File: config.mk
export PLATFORM = sky130hd
export DESIGN_NAME = ct_vfdsu_iter_sched_flat
export DESIGN_NICKNAME = d
export VERILOG_FILES = /design/src/rtl/ct_vfdsu_iter_sched_pkg.sv /design/src/rtl/ct_vfdsu_iter_sched_if.sv /design/src/rtl/ct_vfdsu_iter_sched.sv /design/src/flat_wrapper.sv
export SDC_FILE = /design/constraint.sdc
export NUM_CORES = 1
export LEC_CHECK = 0
export ABC_AREA = 1
export BUFFER_PORTS_ARGS = -buffer_cell sky130_fd_sc_hd__clkbuf_2
export CAP_MARGIN = 10
export CORE_MARGIN = 3
export CORE_UTILIZATION = 47
export DETAILED_ROUTE_END_ITERATION = 8
export PLACE_DENSITY = 0.91
export SLEW_MARGIN = 20
export SYNTH_ARGS = -nofsm -noshare
export SYNTH_HDL_FRONTEND = slang
export SYNTH_SLANG_ARGS = --single-unit
File: constraint.sdc
create_clock -name forever_cpuclk -period 2.6 [get_ports forever_cpuclk]
set_input_delay 0.52 -clock forever_cpuclk [delete_from_list [all_inputs] [get_ports forever_cpuclk]]
set_output_delay 0.52 -clock forever_cpuclk [all_outputs]
set_load 0.01 [all_outputs]
File: src/rtl/ct_vfdsu_iter_sched_pkg.sv
`default_nettype none
// ============================================================================
// Module      : ct_vfdsu_iter_sched_pkg
// Description : Shared types and constants for the VFDSU iteration scheduler.
//               Holds the scheduler state encoding, the per-precision SRT
//               iteration counts and the precision-to-count decode helper.
// Revision    : 1.0 - initial release
// ============================================================================
package ct_vfdsu_iter_sched_pkg;

  typedef enum logic [2:0] {
    S_IDLE = 3'd0,
    S_EX1  = 3'd1,
    S_ITER = 3'd2,
    S_RND  = 3'd3,
    S_WB   = 3'd4
  } sched_state_t;

  // SRT iteration counts per precision
  localparam logic [4:0] c_iter_double = 5'd28;
  localparam logic [4:0] c_iter_single = 5'd13;
  localparam logic [4:0] c_iter_half   = 5'd7;
  localparam logic [4:0] c_iter_bfloat = 5'd5;

  // prec = {double, single, half, bfloat}. Wider precision wins if several
  // bits are set; an empty selection falls back to the double count.
  function automatic logic [4:0] prec_iter_cnt(input logic [3:0] prec);
    logic [4:0] cnt;
    if (prec[3])      cnt = c_iter_double;
    else if (prec[2]) cnt = c_iter_single;
    else if (prec[1]) cnt = c_iter_half;
    else if (prec[0]) cnt = c_iter_bfloat;
    else              cnt = c_iter_double;
    return cnt;
  endfunction

endpackage
`default_nettype wire

File: src/rtl/ct_vfdsu_iter_sched_if.sv
`default_nettype none
// ============================================================================
// Module      : ct_vfdsu_iter_sched_if
// Description : Control bundle between the IDU/RTU/writeback side and the
//               VFDSU iteration scheduler.
//   master : drives sel, func, ex1_special, flush, wb_grant
//   slave  : drives busy, ex1..3 pipedown / gateclk_en, srt_iter_vld,
//            srt_iter_cnt, srt_first_iter, vfdsu_wb_req
// Revision    : 1.0 - initial release
// ============================================================================
interface ct_vfdsu_iter_sched_if;
  logic        idu_vfpu_rf_pipex_sel;
  logic [19:0] idu_vfpu_rf_pipex_func;
  logic        ex1_special;
  logic        rtu_yy_xx_flush;
  logic        vfpu_wb_grant;

  logic        vfdsu_idu_busy;
  logic        ex1_pipedown;
  logic        ex2_pipedown;
  logic        ex3_pipedown;
  logic        ex1_gateclk_en;
  logic        ex2_gateclk_en;
  logic        ex3_gateclk_en;
  logic        srt_iter_vld;
  logic [4:0]  srt_iter_cnt;
  logic        srt_first_iter;
  logic        vfdsu_wb_req;

  modport master (
    output idu_vfpu_rf_pipex_sel, idu_vfpu_rf_pipex_func, ex1_special,
           rtu_yy_xx_flush, vfpu_wb_grant,
    input  vfdsu_idu_busy, ex1_pipedown, ex2_pipedown, ex3_pipedown,
           ex1_gateclk_en, ex2_gateclk_en, ex3_gateclk_en,
           srt_iter_vld, srt_iter_cnt, srt_first_iter, vfdsu_wb_req
  );

  modport slave (
    input  idu_vfpu_rf_pipex_sel, idu_vfpu_rf_pipex_func, ex1_special,
           rtu_yy_xx_flush, vfpu_wb_grant,
    output vfdsu_idu_busy, ex1_pipedown, ex2_pipedown, ex3_pipedown,
           ex1_gateclk_en, ex2_gateclk_en, ex3_gateclk_en,
           srt_iter_vld, srt_iter_cnt, srt_first_iter, vfdsu_wb_req
  );
endinterface
`default_nettype wire

File: src/rtl/ct_vfdsu_iter_sched.sv
`default_nettype none
// ============================================================================
// Module      : ct_vfdsu_iter_sched
// Description : Control FSM for the scalar div/sqrt unit. Accepts an issue,
//               runs EX1, counts SRT iterations for the selected precision,
//               rounds, then holds a writeback request until granted.
// Ports       : forever_cpuclk - sole clock
//               cpurst         - synchronous active-high reset
//               sched          - control bundle (slave side)
// Revision    : 1.0 - initial release
// ============================================================================
module ct_vfdsu_iter_sched
  import ct_vfdsu_iter_sched_pkg::*;
(
  input  wire                    forever_cpuclk,
  input  wire                    cpurst,
  ct_vfdsu_iter_sched_if.slave   sched
);

  sched_state_t r_state;
  logic [4:0]   r_cnt;
  logic [4:0]   r_prec_cnt;
  logic         r_first;

  logic w_issue;
  logic w_kill;
  logic w_st_ex1;
  logic w_st_iter;
  logic w_st_rnd;
  logic w_st_wb;
  logic w_unused_func;

  assign w_issue   = sched.idu_vfpu_rf_pipex_sel & (|sched.idu_vfpu_rf_pipex_func[1:0]);
  // Reset or flush in the current cycle squashes every advance strobe and the
  // writeback request, so a dying op can never hand off or write back.
  assign w_kill    = cpurst | sched.rtu_yy_xx_flush;
  assign w_st_ex1  = (r_state == S_EX1);
  assign w_st_iter = (r_state == S_ITER);
  assign w_st_rnd  = (r_state == S_RND);
  assign w_st_wb   = (r_state == S_WB);
  assign w_unused_func = ^{sched.idu_vfpu_rf_pipex_func[19:17],
                           sched.idu_vfpu_rf_pipex_func[12:2]};

  always_ff @(posedge forever_cpuclk) begin
    if (cpurst) begin
      r_state    <= S_IDLE;
      r_cnt      <= 5'd0;
      r_prec_cnt <= 5'd0;
      r_first    <= 1'b0;
    end else if (sched.rtu_yy_xx_flush) begin
      r_state <= S_IDLE;
      r_cnt   <= 5'd0;
      r_first <= 1'b0;
    end else begin
      case (r_state)
        S_IDLE: begin
          if (w_issue) begin
            r_state    <= S_EX1;
            // func is only valid in the issue cycle, so capture the count now
            r_prec_cnt <= prec_iter_cnt(sched.idu_vfpu_rf_pipex_func[16:13]);
          end
        end
        S_EX1: begin
          if (sched.ex1_special) begin
            r_state <= S_RND;
          end else begin
            r_state <= S_ITER;
            r_cnt   <= r_prec_cnt;
            r_first <= 1'b1;
          end
        end
        S_ITER: begin
          r_first <= 1'b0;
          // <=1 rather than ==1 keeps the counter from wrapping if ever 0
          if (r_cnt <= 5'd1) begin
            r_cnt   <= 5'd0;
            r_state <= S_RND;
          end else begin
            r_cnt   <= r_cnt - 5'd1;
          end
        end
        S_RND: begin
          r_state <= S_WB;
        end
        S_WB: begin
          if (sched.vfpu_wb_grant) begin
            r_state <= S_IDLE;
          end
        end
        default: begin
          r_state <= S_IDLE;
          r_cnt   <= 5'd0;
          r_first <= 1'b0;
        end
      endcase
    end
  end

  assign sched.vfdsu_idu_busy = (r_state != S_IDLE);
  assign sched.ex1_pipedown   = w_st_ex1 & ~w_kill;
  // A special op skips ITER, so it hands EX2 forward on its EX1 exit
  assign sched.ex2_pipedown   = ((w_st_iter & (r_cnt <= 5'd1)) |
                                 (w_st_ex1 & sched.ex1_special)) & ~w_kill;
  assign sched.ex3_pipedown   = w_st_rnd & ~w_kill;
  assign sched.ex1_gateclk_en = sched.ex1_pipedown | w_st_ex1;
  assign sched.ex2_gateclk_en = sched.ex2_pipedown | w_st_iter;
  assign sched.ex3_gateclk_en = sched.ex3_pipedown | w_st_rnd;
  assign sched.srt_iter_vld   = w_st_iter;
  assign sched.srt_iter_cnt   = r_cnt;
  assign sched.srt_first_iter = w_st_iter & r_first;
  assign sched.vfdsu_wb_req   = w_st_wb & ~w_kill;

endmodule
`default_nettype wire

File: src/flat_wrapper.sv
// flat-port wrapper written by rule: the top's interface ports become plain ports
module ct_vfdsu_iter_sched_flat import ct_vfdsu_iter_sched_pkg::*;
  (forever_cpuclk, cpurst, sched_idu_vfpu_rf_pipex_sel, sched_idu_vfpu_rf_pipex_func, sched_ex1_special, sched_rtu_yy_xx_flush, sched_vfpu_wb_grant, sched_vfdsu_idu_busy, sched_ex1_pipedown, sched_ex2_pipedown, sched_ex3_pipedown, sched_ex1_gateclk_en, sched_ex2_gateclk_en, sched_ex3_gateclk_en, sched_srt_iter_vld, sched_srt_iter_cnt, sched_srt_first_iter, sched_vfdsu_wb_req);
  ct_vfdsu_iter_sched_if sched_i ();
  input  wire forever_cpuclk;
  input  wire cpurst;
  input wire logic [$bits(sched_i.idu_vfpu_rf_pipex_sel)-1:0] sched_idu_vfpu_rf_pipex_sel;
  input wire logic [$bits(sched_i.idu_vfpu_rf_pipex_func)-1:0] sched_idu_vfpu_rf_pipex_func;
  input wire logic [$bits(sched_i.ex1_special)-1:0] sched_ex1_special;
  input wire logic [$bits(sched_i.rtu_yy_xx_flush)-1:0] sched_rtu_yy_xx_flush;
  input wire logic [$bits(sched_i.vfpu_wb_grant)-1:0] sched_vfpu_wb_grant;
  output wire logic [$bits(sched_i.vfdsu_idu_busy)-1:0] sched_vfdsu_idu_busy;
  output wire logic [$bits(sched_i.ex1_pipedown)-1:0] sched_ex1_pipedown;
  output wire logic [$bits(sched_i.ex2_pipedown)-1:0] sched_ex2_pipedown;
  output wire logic [$bits(sched_i.ex3_pipedown)-1:0] sched_ex3_pipedown;
  output wire logic [$bits(sched_i.ex1_gateclk_en)-1:0] sched_ex1_gateclk_en;
  output wire logic [$bits(sched_i.ex2_gateclk_en)-1:0] sched_ex2_gateclk_en;
  output wire logic [$bits(sched_i.ex3_gateclk_en)-1:0] sched_ex3_gateclk_en;
  output wire logic [$bits(sched_i.srt_iter_vld)-1:0] sched_srt_iter_vld;
  output wire logic [$bits(sched_i.srt_iter_cnt)-1:0] sched_srt_iter_cnt;
  output wire logic [$bits(sched_i.srt_first_iter)-1:0] sched_srt_first_iter;
  output wire logic [$bits(sched_i.vfdsu_wb_req)-1:0] sched_vfdsu_wb_req;
  assign sched_i.idu_vfpu_rf_pipex_sel = sched_idu_vfpu_rf_pipex_sel;
  assign sched_i.idu_vfpu_rf_pipex_func = sched_idu_vfpu_rf_pipex_func;
  assign sched_i.ex1_special = sched_ex1_special;
  assign sched_i.rtu_yy_xx_flush = sched_rtu_yy_xx_flush;
  assign sched_i.vfpu_wb_grant = sched_vfpu_wb_grant;
  assign sched_vfdsu_idu_busy = sched_i.vfdsu_idu_busy;
  assign sched_ex1_pipedown = sched_i.ex1_pipedown;
  assign sched_ex2_pipedown = sched_i.ex2_pipedown;
  assign sched_ex3_pipedown = sched_i.ex3_pipedown;
  assign sched_ex1_gateclk_en = sched_i.ex1_gateclk_en;
  assign sched_ex2_gateclk_en = sched_i.ex2_gateclk_en;
  assign sched_ex3_gateclk_en = sched_i.ex3_gateclk_en;
  assign sched_srt_iter_vld = sched_i.srt_iter_vld;
  assign sched_srt_iter_cnt = sched_i.srt_iter_cnt;
  assign sched_srt_first_iter = sched_i.srt_first_iter;
  assign sched_vfdsu_wb_req = sched_i.vfdsu_wb_req;
  ct_vfdsu_iter_sched u_core (.forever_cpuclk(forever_cpuclk), .cpurst(cpurst), .sched(sched_i));
endmodule
### Word-level counts from Yosys, hierarchy flattened

Cells that the tools add are included.

* bits in registers: 14
* latch bits: 0
* RAM bits: 0
* bits in read-only memories: 0
* bits of input ports: 26
* output and inout bits: 15
* word-level logic and storage cells: 52
* memories: 0

* add/sub/neg operators: 1
* multipliers: 0
* divide/modulo/power cells: 0
* magnitude comparators: 1
* equal/unequal tests: 8
* shift-type cells: 0
* muxes and demuxes: 14
* bitwise gates (word level): 16
* reductions and logical operators: 8

Operators by type and width (count)
* 2-to-1 mux 5 bit: 6
* case mux 3 bit (5 select lines): 1
* case mux 5 bit (3 select lines): 1
* 2-to-1 mux 3 bit: 3
* bitwise AND 1 bit: 8
* equality test 3 x 2 -> 1 bit, second input constant: 2
* != test 2 bit, second input constant: 3
* AND reduction 3 bit: 2
* <= comparator 5 x 1 -> 1 bit, second input constant: 1
* OR 1 bit: 5
* subtractor 5 x 1 -> 5 bit, second input constant: 1
* OR reduction 2 bit: 2
* equality test 3 x 1 -> 1 bit, second input constant: 1
* equality test 3 bit, second input constant: 1
* logical NOT 3 bit: 1
* NOT 1 bit: 3
* nonzero test 3 bit: 1
* OR reduction 3 bit: 1
* 2-to-1 mux 1 bit: 2
* != test 2 x 1 -> 1 bit, second input constant: 1
* case mux 1 bit (2 select lines): 1
* AND reduction 2 bit: 1

### Depth between registers and ports, before layout

Gate-level depths: netlist (run 1).

* word-level depth: 5
* gate-level depth with buffers: 9

### Worst setup path after synthesis (run 1)

Ideal clock, no wire load.

* kind: input -> output
* start: input port sched_rtu_yy_xx_flush
* end: output port sched_ex3_pipedown
* arrival time: 1.293 ns
* setup slack: 0.787 ns
* cell stages on the path: 4
* path buffers: 1
* cells stage by stage: nor2_1 -> inv_1 -> clkbuf_1 -> nor4_1

* cells in the longest elaborated chain, start to end: 3

Ends and longest elaborated chain
* start: declaration: RTL line flat_wrapper.sv:10 `input wire logic [$bits(sched_i.rtu_yy_xx_flush)-1:0] sched_rtu_yy_xx_flush;`
* OR 1 bit: RTL line ct_vfdsu_iter_sched.sv:36 `assign w_kill = cpurst | sched.rtu_yy_xx_flush;`
* NOT 1 bit: RTL line ct_vfdsu_iter_sched.sv:104 `assign sched.ex3_pipedown = w_st_rnd & ~w_kill;`
* bitwise AND 1 bit: RTL line ct_vfdsu_iter_sched.sv:104
* end: declaration: RTL line flat_wrapper.sv:15 `output wire logic [$bits(sched_i.ex3_pipedown)-1:0] sched_ex3_pipedown;`

No other way between the ends.

### Final worst setup path (run 1)

* start: register u_core.r_cnt[1], in the netlist u_core.sched.srt_iter_cnt[1]
* end: output port sched_ex2_pipedown

* cells in the longest elaborated chain, start to end: 4

Ends and longest elaborated chain
* start: declaration: RTL line ct_vfdsu_iter_sched.sv:21 `logic [4:0] r_cnt;`
* start signal: assignment: RTL line ct_vfdsu_iter_sched.sv:68 `r_cnt <= r_prec_cnt;`
* start signal: assignment: RTL line ct_vfdsu_iter_sched.sv:79 `r_cnt <= r_cnt - 5'd1;`
* <= comparator 5 x 1 -> 1 bit: RTL line ct_vfdsu_iter_sched.sv:102 `assign sched.ex2_pipedown = ((w_st_iter & (r_cnt <= 5'd1)) |`
* bitwise AND 1 bit: RTL line ct_vfdsu_iter_sched.sv:102
* OR 1 bit: RTL line ct_vfdsu_iter_sched.sv:102
* bitwise AND 1 bit: RTL line ct_vfdsu_iter_sched.sv:103 `(w_st_ex1 & sched.ex1_special)) & ~w_kill;`
* end: declaration: RTL line flat_wrapper.sv:14 `output wire logic [$bits(sched_i.ex2_pipedown)-1:0] sched_ex2_pipedown;`

No other way between the ends.

==> key figures, run 1 <==
Outcome
  • Status: completed

Global route
  • Largest net degree at the start of global routing: 13
  • Vias in the first global route: 689
  • Global-route wire length before repair: 2790 microns
  • Grt ovf: 0
  • Initial antenna violation count: 0
  • Global-route usage over all layers: 17.6%

STA
  • Final hold vios: 0
  • RSZ-0062 raised after global routing: false
  • Fin worst setup slack: 487 ps
  • Fmax: 473 MHz
  • Worst Skew: 8.79 ps
  • Slew @ Worst Pin: 358 ps
  • Final TNS setup: 0 ps
  • Final worst path period share: 81.3%
  • Final Max Slew Viols: 0
  • Final setup vio count: 0
  • Max_slew headroom: 76.0%
  • Crit path time final: 2110 ps

Logic synthesis
  • Synthesis warning total: 0
  • #FFs+latches synth: 14
  • Main combinational cell family by area after synthesis: simple AND/OR/NAND/NOR gates
  • XOR/XNOR Fraction of Synth Area: 1.06%
  • Simple-gate portion of the synthesized area: 38.8%
  • Cells after synthesis: 125
  • Netlist cell types: 24
  • Synth Area per Inst: 6.61 sq um
  • Mapped cell area: 826 sq um
  • Post-synthesis compound-gate area fraction: 14.5%
  • Ranking of synthesized cells by area: dfxtp_1, nand2_1, nor2_1, inv_1, a21oi_1
  • Syn_nets: 153
  • Area share of the largest cell type after synthesis: 33.9%
  • Register area share after synthesis: 33.9%
  • Post-Synth Adder-Cell Area: 3.03%
  • Area leader, netlist: dfxtp_1
  • Post-synthesis mux area share: 0%

Place
  • Buffers added on ports: 26
  • Dpl cell area: 972 sq um
  • Place WS: 622 ps
  • GPL Wtd Cong: 0.836
  • Placed cells: 166
  • Dpl hpwl: 1390 microns

Critical path
  • Setup Crit Path Kind: register to output pin
  • Startpoint types: register
  • Crit. End Element: output pin
  • Reg2reg setup slack: 1210 ps
  • Reg-to-reg startpoint: u_core.sched.srt_iter_cnt[1]
  • CP arrival: 1590 ps
  • CP Launch Point: u_core.sched.srt_iter_cnt[1]
  • Largest fanout on the critical path: 7
  • Worst EP required: 2080 ps

Drt
  • First-pass DRT Iterations: 4
  • DRT iter0 DRCs: 20
  • Final ANT Viol Nets: 0
  • Post-DR vias/cell: 5.04
  • Vias: 857
  • Post-route DRC violation count: 0
  • WL final: 1720 microns
  • WL/cell: 10.1 microns

CTS
  • CTS resizes: 0
  • Cts hold-fix bufs: 0
  • Clk_lat worst skew: 290 ps
  • Longest Clk Path Bufs: 2
  • H-tree depth reported by CTS: 1
  • Num CTS Buffers: 3
  • CTS tree: done
  • Post-CTS setup buffers: 0
  • Clock Sinks: 14
  • Root Driver: clkbuf_4
  • Worst-path clk slew: 90 ps

Final layout
  • Post-layout instance area: 1010 sq um
  • Post-Layout Cell Count: 170
  • Layout cells sized above 1: 26.6%
  • Ant diodes: 0
  • Fillers: 139
  • Nets: 183
  • Area Overhead vs Synth: 22.1%

Pwr
  • Pwr/cell area: 433 nW/um^2
  • Cell leakage power: 0.487 nW
  • Power, Total: 0.436 mW
  • Max VDD drop: 0.274 mV

Die
  • DIE AREA: 2300 sq um
  • Core area: 1580 sq um
  • Die height: 47.9 microns
  • Chip width: 47.9 microns
  • I/O pin count: 41
  • Rows: 14
  • Initial core utilization: 52.4%

Hold path
  • Worst Hold Launch: cpurst
  • HP Class: input port to register

Run
  • Maxcap violations: 0
[critical path: stages, from the launching register on]
cell and delay (ps):
dfxtp_1 400, inv_1 80, ha_1 170, o21bai_1 150, nand2_1 190, inv_1 60, nand2_1 60, a21oi_1 60
clkbuf_2 140
[power by group]
part	total [mW]	internal (mW)	switching, mW	leakage [nW]
clock	0.157	0.0854	0.0712	0.0210
combinational	0.0543	0.0201	0.0342	0.352
sequential	0.225	0.221	0.00448	0.114
[cell usage after synthesis, drive strengths merged]
master and instances:
a21oi 10, clkbuf 1, dfxtp 14, ha 2, inv 18, nand2 36
nand3 8, nand3b 1, nor2 17, nor3 5, nor3b 1, nor4 1
o211a 1, o21a 2, o21ai 6, o21bai 1, xor2 1
[placed cells by master (no fill, tap or decap), types with 2 or more instances in the layout]
cell type and count:
o21ai_0 4, nand3_1 7, dfxtp_1 14, nor2_1 17, clkbuf_2 26, nand2_1 35, o21a_1 2, inv_1 13
inv_2 5, ha_1 2, nor3_4 2, a21oi_1 9, clkbuf_4 3, nor3_1 3
[metal layers]
layer	track usage, %	routed length [microns]	up-vias
met5	0	0	-
met4	11.3	45	0
met3	4.51	121	5
met2	28.2	792	31
met1	20.4	765	361
li1	-	-	460
[worst paths after layout]
path / endpoint / depth (start not counted)
worst min register to register: u_core.r_first / 2
worst max register to register: u_core.sched.srt_iter_cnt[3] / 8
worst min-delay path: u_core.r_prec_cnt[4] / 2
worst max-delay path: sched_ex2_pipedown / 8
[flip-flops by register name, indices dropped and copies added (netlist names)]
| signal | count |
|---|---|
| u_core.r_first | 1 |
| u_core.r_prec_cnt | 5 |
| u_core.r_state | 3 |
| u_core.sched.srt_iter_cnt | 5 |
[cell type report]
type,instances,area [sq um],share of cell area (%)
sequential,14,280,27.8
multi-input combinational,92,474,47.0
clock buffer,4,36.3,3.60
tap,16,20.0,1.99
timing repair buffer,26,130,12.9
inverter,18,67.6,6.70
[cell families after synthesis]
family,after synthesis
flip-flops,14
AO/OA/AOI/OAI,20
adder cells (fa/ha/maj),2
XOR/XNOR,1
AND/OR/NAND/NOR,69
buffers and inverters,19
[metrics by stage]
stage	utilization, %	hold WS [ps]
6_report	64.0	429
5_1_grt	64.0	431
4_1_cts	64.0	423
3_5_place_dp	61.7	460
3_3_place_gp	61.7	453
2_1_floorplan	-	441
(Power assumes the default switching activity.)
==> run 2: changes to the inputs <==
--- a/config.mk
+++ b/config.mk
@@ -5,13 +5,13 @@
 export SDC_FILE = /design/constraint.sdc
 export NUM_CORES = 1
 export LEC_CHECK = 0
-export ABC_AREA = 1
+export ABC_AREA = 0
 export BUFFER_PORTS_ARGS = -buffer_cell sky130_fd_sc_hd__clkbuf_2
 export CAP_MARGIN = 10
 export CORE_MARGIN = 3
-export CORE_UTILIZATION = 47
+export CORE_UTILIZATION = 40
 export DETAILED_ROUTE_END_ITERATION = 8
-export PLACE_DENSITY = 0.91
+export PLACE_DENSITY = 0.83
 export SLEW_MARGIN = 20
 export SYNTH_ARGS = -nofsm -noshare
 export SYNTH_HDL_FRONTEND = slang
==> constraint.sdc (replaced) <==
create_clock -name forever_cpuclk -period 1.9 [get_ports forever_cpuclk]
set_input_delay 0.38 -clock forever_cpuclk [delete_from_list [all_inputs] [get_ports forever_cpuclk]]
set_output_delay 0.38 -clock forever_cpuclk [all_outputs]
set_load 0.01 [all_outputs]
==> key figures, run 2 <==
Logic synthesis
  • Area leader, netlist: dfxtp_1
  • Syn_nets: 129
  • Post-synth top cells: dfxtp_1, nor2_1, nor3_1
  • Area share of the largest cell type after synthesis: 34.1%
  • Post-synth EDFFs: 0
  • Cells after synthesis: 101
  • Mapped cell area: 822 sq um
  • Synthesis warning total: 0
  • Main synth FF type: dfxtp_1
  • Synth Area per Inst: 8.14 sq um
  • Netlist cell types: 34
  • Register area share after synthesis: 34.1%
  • #FFs+latches synth: 14
  • Synth async-reset ratio: 0%
  • Most instantiated library cell after synthesis: dfxtp_1
  • Ranking of synthesized cells by area: dfxtp_1, nor3_1, nor2_1, a211oi_1, a22oi_1

CTS
  • Longest Clk Path Bufs: 2
  • Clock Sinks: 14
  • Root Driver: clkbuf_4
  • Cts hold-fix bufs: 0
  • CTS tree: done
  • H-tree depth reported by CTS: 1
  • Worst-path clk slew: 90 ps
  • Num CTS Buffers: 3
  • Clk_lat worst skew: 290 ps

Critical path
  • Crit path buffers/inverters: 1
  • Worst EP required: 1520 ps
  • Crit-path leading delay family: simple AND/OR/NAND/NOR gates
  • Crit-path max cell delay: 420 ps
  • Reg2Reg Depth: 6
  • Slowest CP cell: or3b_4
  • Reg-to-reg startpoint: u_core.sched.srt_iter_cnt[1]
  • Worst path cell trace: or3b_4, nor2_2, a21o_1, clkbuf_2
  • Setup Crit Path Kind: register to output pin
  • CP arrival: 1440 ps
  • Largest fanout on the critical path: 5
  • Reg2reg end: u_core.sched.srt_iter_cnt[4]
  • Reg2reg setup slack: 220 ps
  • Startpoint types: register
  • Crit. End Element: output pin

STA
  • Final hold vios: 0
  • Worst Skew: 5.34 ps
  • Final Max Slew Viols: 0
  • Final TNS setup: 0 ps
  • Final worst path period share: 95.8%
  • Final setup vio count: 0
  • Crit path time final: 1820 ps
  • Max_slew headroom: 71.1%
  • Fmax: 550 MHz
  • RSZ-0062 raised after global routing: false
  • Slew @ Worst Pin: 433 ps

Die
  • DIE AREA: 2640 sq um
  • Initial core utilization: 44.7%
  • Core area: 1840 sq um
  • Chip width: 51.3 microns
  • Die height: 51.3 microns
  • I/O pin count: 41
  • Rows: 15

Pwr
  • Cell leakage power: 0.476 nW
  • Pwr/cell area: 595 nW/um^2
  • Max VDD drop: 0.453 mV
  • Power, Total: 0.644 mW

Global route
  • Global-route usage over all layers: 16.2%
  • Initial antenna violation count: 0
  • Grt ovf: 0
  • Largest net degree at the start of global routing: 12
  • Global-route wire length before repair: 3150 microns
  • Vias in the first global route: 738

Drt
  • Vias: 847
  • Post-route DRC violation count: 0
  • WL final: 1960 microns
  • DRT iter0 DRCs: 15
  • WL/cell: 12.5 microns
  • First-pass DRT Iterations: 4
  • Post-DR vias/cell: 5.39
  • Final ANT Viol Nets: 0

Place
  • Dpl hpwl: 1450 microns
  • Dpl cell area: 997 sq um
  • Placed cells: 151
  • GPL Wtd Cong: 0.853
  • Buffers added on ports: 26

Hold path
  • HP Class: input port to register
  • Hold Path End: u_core.r_prec_cnt[1]
  • Hold path cells: 2
  • Worst Hold Launch: cpurst

Final layout
  • Layout cells sized above 1: 39.4%
  • Most common cell after layout, fill and taps aside: clkbuf_2
  • Commonest non-fill, non-tap cells in the layout: clkbuf_2, nor3_1, nor2_1, dfxtp_1
  • Area occupied by multi-input gates: 512 sq um
  • FF+latch area: 287 sq um
  • Final core utilization: 58.8%
  • Post-Layout Cell Count: 157
  • Post-layout instance area: 1080 sq um
  • Nets: 161
  • Area Overhead vs Synth: 31.7%
  • Ant diodes: 0
  • Fillers: 180

Outcome
  • Status: completed

Run
  • Maxcap violations: 0
## run 2: cells by family (layout without fill, tap and decap cells)
| group | Yosys count | in the layout | share of synthesized area, % |
|---|---|---|---|
| adder cells (fa/ha/maj) | 2 | 2 | 3.04 |
| AND/OR/NAND/NOR | 38 | 38 | 26.3 |
| XOR/XNOR | 4 | 4 | 4.26 |
| buffers and inverters | 14 | 45 | 6.54 |
| AO/OA/AOI/OAI | 28 | 28 | 24.5 |
| multiplexers | 1 | 1 | 1.22 |
| flip-flops | 14 | 14 | 34.1 |
## run 2: cell type report
type / count / share of cell area, %
clock buffers: 4 / 3.35
repair buffers: 33 / 17.2
multi-input cells: 73 / 47.3
flip-flops and latches: 14 / 26.5
well taps: 25 / 2.89
inverters: 8 / 2.77
## run 2: worst max-delay path by stage
stage	startpoint	end	depth (start not counted)
finish	u_core.r_state[2]	sched_ex2_gateclk_en	4
CTS	u_core.sched.srt_iter_cnt[1]	sched_ex2_pipedown	6
global route	u_core.sched.srt_iter_cnt[1]	sched_ex2_pipedown	6
detailed placement	cpurst	sched_vfdsu_wb_req	4
global placement	cpurst	sched_vfdsu_wb_req	4
floorplan	u_core.r_state[2]	sched_ex2_gateclk_en	3
## run 2: metal layers
| metal | GRT usage (%) | share of wire [%] | vias to the layer above |
|---|---|---|---|
| met4 | 6.55 | 3.6 | 0 |
| met3 | 5.25 | 8.2 | 6 |
| met5 | 0 | 0 | - |
| li1 | - | - | 426 |
| met2 | 27.5 | 46 | 38 |
| met1 | 18.7 | 42 | 377 |
## run 2: what timing repair did
action / CTS / global route
pin swaps: 0 / 2
gates cloned: 0 / 0
resized for setup: 3 / 10
setup endpoints to repair: 2 / 3
setup buffers: 0 / 2
## run 2: metrics by stage
stage | worst slack, ps | hold slack [ps]
floorplan | 304 | 441
global placement | 188 | 455
global route | 0.891 | 340
finish | 80.6 | 330
detailed placement | 173 | 458
CTS | 10.4 | 327
## run 2: worst reg2reg max path, cell delays in order (launching register included)
cell,delay (ps)
dfxtp_2,360
inv_2,60
ha_1,160
o21bai_2,200
a211oi_2,400
a22oi_1,160
a211oi_1,260
## run 2: power breakdown
part | internal [mW] | switching, mW
clock network | 0.117 | 0.0995
registers | 0.303 | 0.00788
logic | 0.0541 | 0.0629
total | 0.474 | 0.170
==> run 3: changes to the inputs <==
--- a/config.mk
+++ b/config.mk
@@ -12,7 +12,7 @@
 export CORE_UTILIZATION = 40
 export DETAILED_ROUTE_END_ITERATION = 8
 export PLACE_DENSITY = 0.83
-export SLEW_MARGIN = 20
+export SLEW_MARGIN = 0
 export SYNTH_ARGS = -nofsm -noshare
 export SYNTH_HDL_FRONTEND = slang
 export SYNTH_SLANG_ARGS = --single-unit
==> constraint.sdc (replaced) <==
create_clock -name forever_cpuclk -period 1.65 [get_ports forever_cpuclk]
set_input_delay 0.33 -clock forever_cpuclk [delete_from_list [all_inputs] [get_ports forever_cpuclk]]
set_output_delay 0.33 -clock forever_cpuclk [all_outputs]
set_load 0.01 [all_outputs]
==> key figures, run 3 (same netlist as run 2, synthesis figures left out) <==
Outcome
  • Status: complete, but fails checks
  • Failing checks: setup timing

Critical path
  • Setup Crit Path Kind: register to output pin
  • Worst EP required: 1320 ps
  • Crit-path max cell delay: 410 ps
  • Largest fanout on the critical path: 3
  • Crit. End Element: output pin
  • Startpoint types: register
  • CP arrival: 1390 ps
  • Worst path cell trace: or3b_4, nor2_2, a21o_1, clkbuf_2
  • Crit-path leading delay family: simple AND/OR/NAND/NOR gates
  • Slowest CP cell: or3b_4
  • Crit path buffers/inverters: 1

Place
  • Buffers added on ports: 26
  • GPL Wtd Cong: 0.828
  • Dpl cell area: 1030 sq um
  • Dpl hpwl: 1560 microns
  • Place WS: -56.1 ps

Global route
  • Grt ovf: 0
  • Global-route usage over all layers: 16.5%
  • Global-route wire length before repair: 3310 microns
  • Largest net degree at the start of global routing: 12
  • Vias in the first global route: 819
  • Initial antenna violation count: 0

Final layout
  • Fillers: 163
  • Layout cells sized above 1: 46.6%
  • Commonest non-fill, non-tap cells in the layout: buf_4, clkbuf_2, nor3_1, nor2_1, dfxtp_1
  • Ant diodes: 0
  • Most common cell after layout, fill and taps aside: buf_4
  • Nets: 176
  • Area occupied by multi-input gates: 534 sq um
  • Post-layout instance area: 1230 sq um
  • FF+latch area: 292 sq um
  • Area Overhead vs Synth: 49.5%

STA
  • Final worst path period share: 105%
  • Final hold vios: 0
  • Final setup vio count: 3
  • Final Max Slew Viols: 0
  • Crit path time final: 1720 ps
  • Max_slew headroom: 72.0%
  • Fmax: 580 MHz
  • Slew @ Worst Pin: 420 ps
  • RSZ-0062 raised after global routing: true
  • Fin worst setup slack: -74.8 ps
  • Worst Skew: 1.72 ps

Die
  • Core area: 1840 sq um
  • Die height: 51.3 microns
  • Chip width: 51.3 microns
  • Initial core utilization: 44.7%
  • DIE AREA: 2640 sq um
  • Rows: 15
  • I/O pin count: 41

Hold path
  • HP Class: input port to register

CTS
  • Worst-path clk slew: 80 ps
  • Clock Sinks: 14
  • Cts hold-fix bufs: 0
  • CTS tree: done
  • Root Driver: clkbuf_4
  • Clk_lat worst skew: 270 ps
  • H-tree depth reported by CTS: 1
  • Num CTS Buffers: 3
  • Longest Clk Path Bufs: 2

Drt
  • Vias: 933
  • Post-route DRC violation count: 0
  • Final ANT Viol Nets: 0
  • DRT iter0 DRCs: 30
  • WL/cell: 13.2 microns
  • Post-DR vias/cell: 5.46
  • First-pass DRT Iterations: 4
  • WL final: 2260 microns

Pwr
  • Comb pwr share: 22.4%
  • Max VDD drop: 0.287 mV
  • Net Sw Power: 0.191 mW
  • Pwr/cell area: 572 nW/um^2
  • Pint: 0.512 mW
  • Power, Total: 0.703 mW
  • Clock share of power: 26.7%
  • Cell leakage power: 0.564 nW
  • Switching Share: 27.2%
  • Sequential group share of total power: 50.9%

Run
  • Maxcap violations: 0
## run 3: per-stage QoR
step | utilization (%) | TNS [ps] | hold WS [ps] | cells
finish | 66.8 | -192 | 318 | 171
global route | 66.8 | -846 | 307 | 171
CTS | 62.0 | -158 | 311 | 163
detailed placement | 56.3 | -96.9 | 461 | 156
floorplan | - | 0 | 399 | 101
global placement | 56.3 | 0 | 457 | 156
## run 3: worst register-to-register path, cell delays in order, from the launching register on
cell and delay [ps]:
dfxtp_2 340, buf_4 160, nand2b_4 160, buf_4 140, a211oi_2 350, a22oi_1 160
a211oi_1 240
## run 3: area by class of cell
type                            instances  area share, %
Sequential cell                        14           23.7
Timing Repair Buffer                   48           26.0
Inverter                                8           2.44
Multi-Input combinational cell         73           43.5
Tap cell                               25           2.55
Clock buffer                            3           1.83
## run 3: timing repair
item                                    in CTS  in global routing
endpoints found under the setup margin      12                 14
gates cloned                                 0                  0
gates resized for setup                     17                 14
pin swaps                                    1                  5
setup buffers                                4                  9
## run 3: final timing paths
check / startpoint / endpoint / slack [ps] / depth (start not counted)
max reg2reg: u_core.r_state[0] / u_core.sched.srt_iter_cnt[1] / 20 / 6
max: u_core.r_state[2] / sched_ex2_gateclk_en / -70 / 4
min: sched_vfpu_wb_grant / u_core.r_state[2] / 320 / 3
min reg2reg: u_core.r_prec_cnt[2] / u_core.r_prec_cnt[2] / 480 / 2
## run 3: power groups by stage
stage / registers [mW] / clock network (mW) / logic [mW]
5_1_grt: 0.359 / 0.218 / 0.172
3_5_place_dp: 0.367 / 0 / 0.131
2_1_floorplan: 0.366 / 0 / 0.0817
6_report: 0.358 / 0.188 / 0.158
4_1_cts: 0.357 / 0.195 / 0.143
3_3_place_gp: 0.367 / 0 / 0.127
## run 3: layer usage
metal	share of wire [%]	global-route usage (%)	up-vias
met3	6.8	4.08	2
li1	-	-	451
met5	0	0	-
met1	42	17.8	444
met2	50	31.1	36
met4	0.40	5.24	0
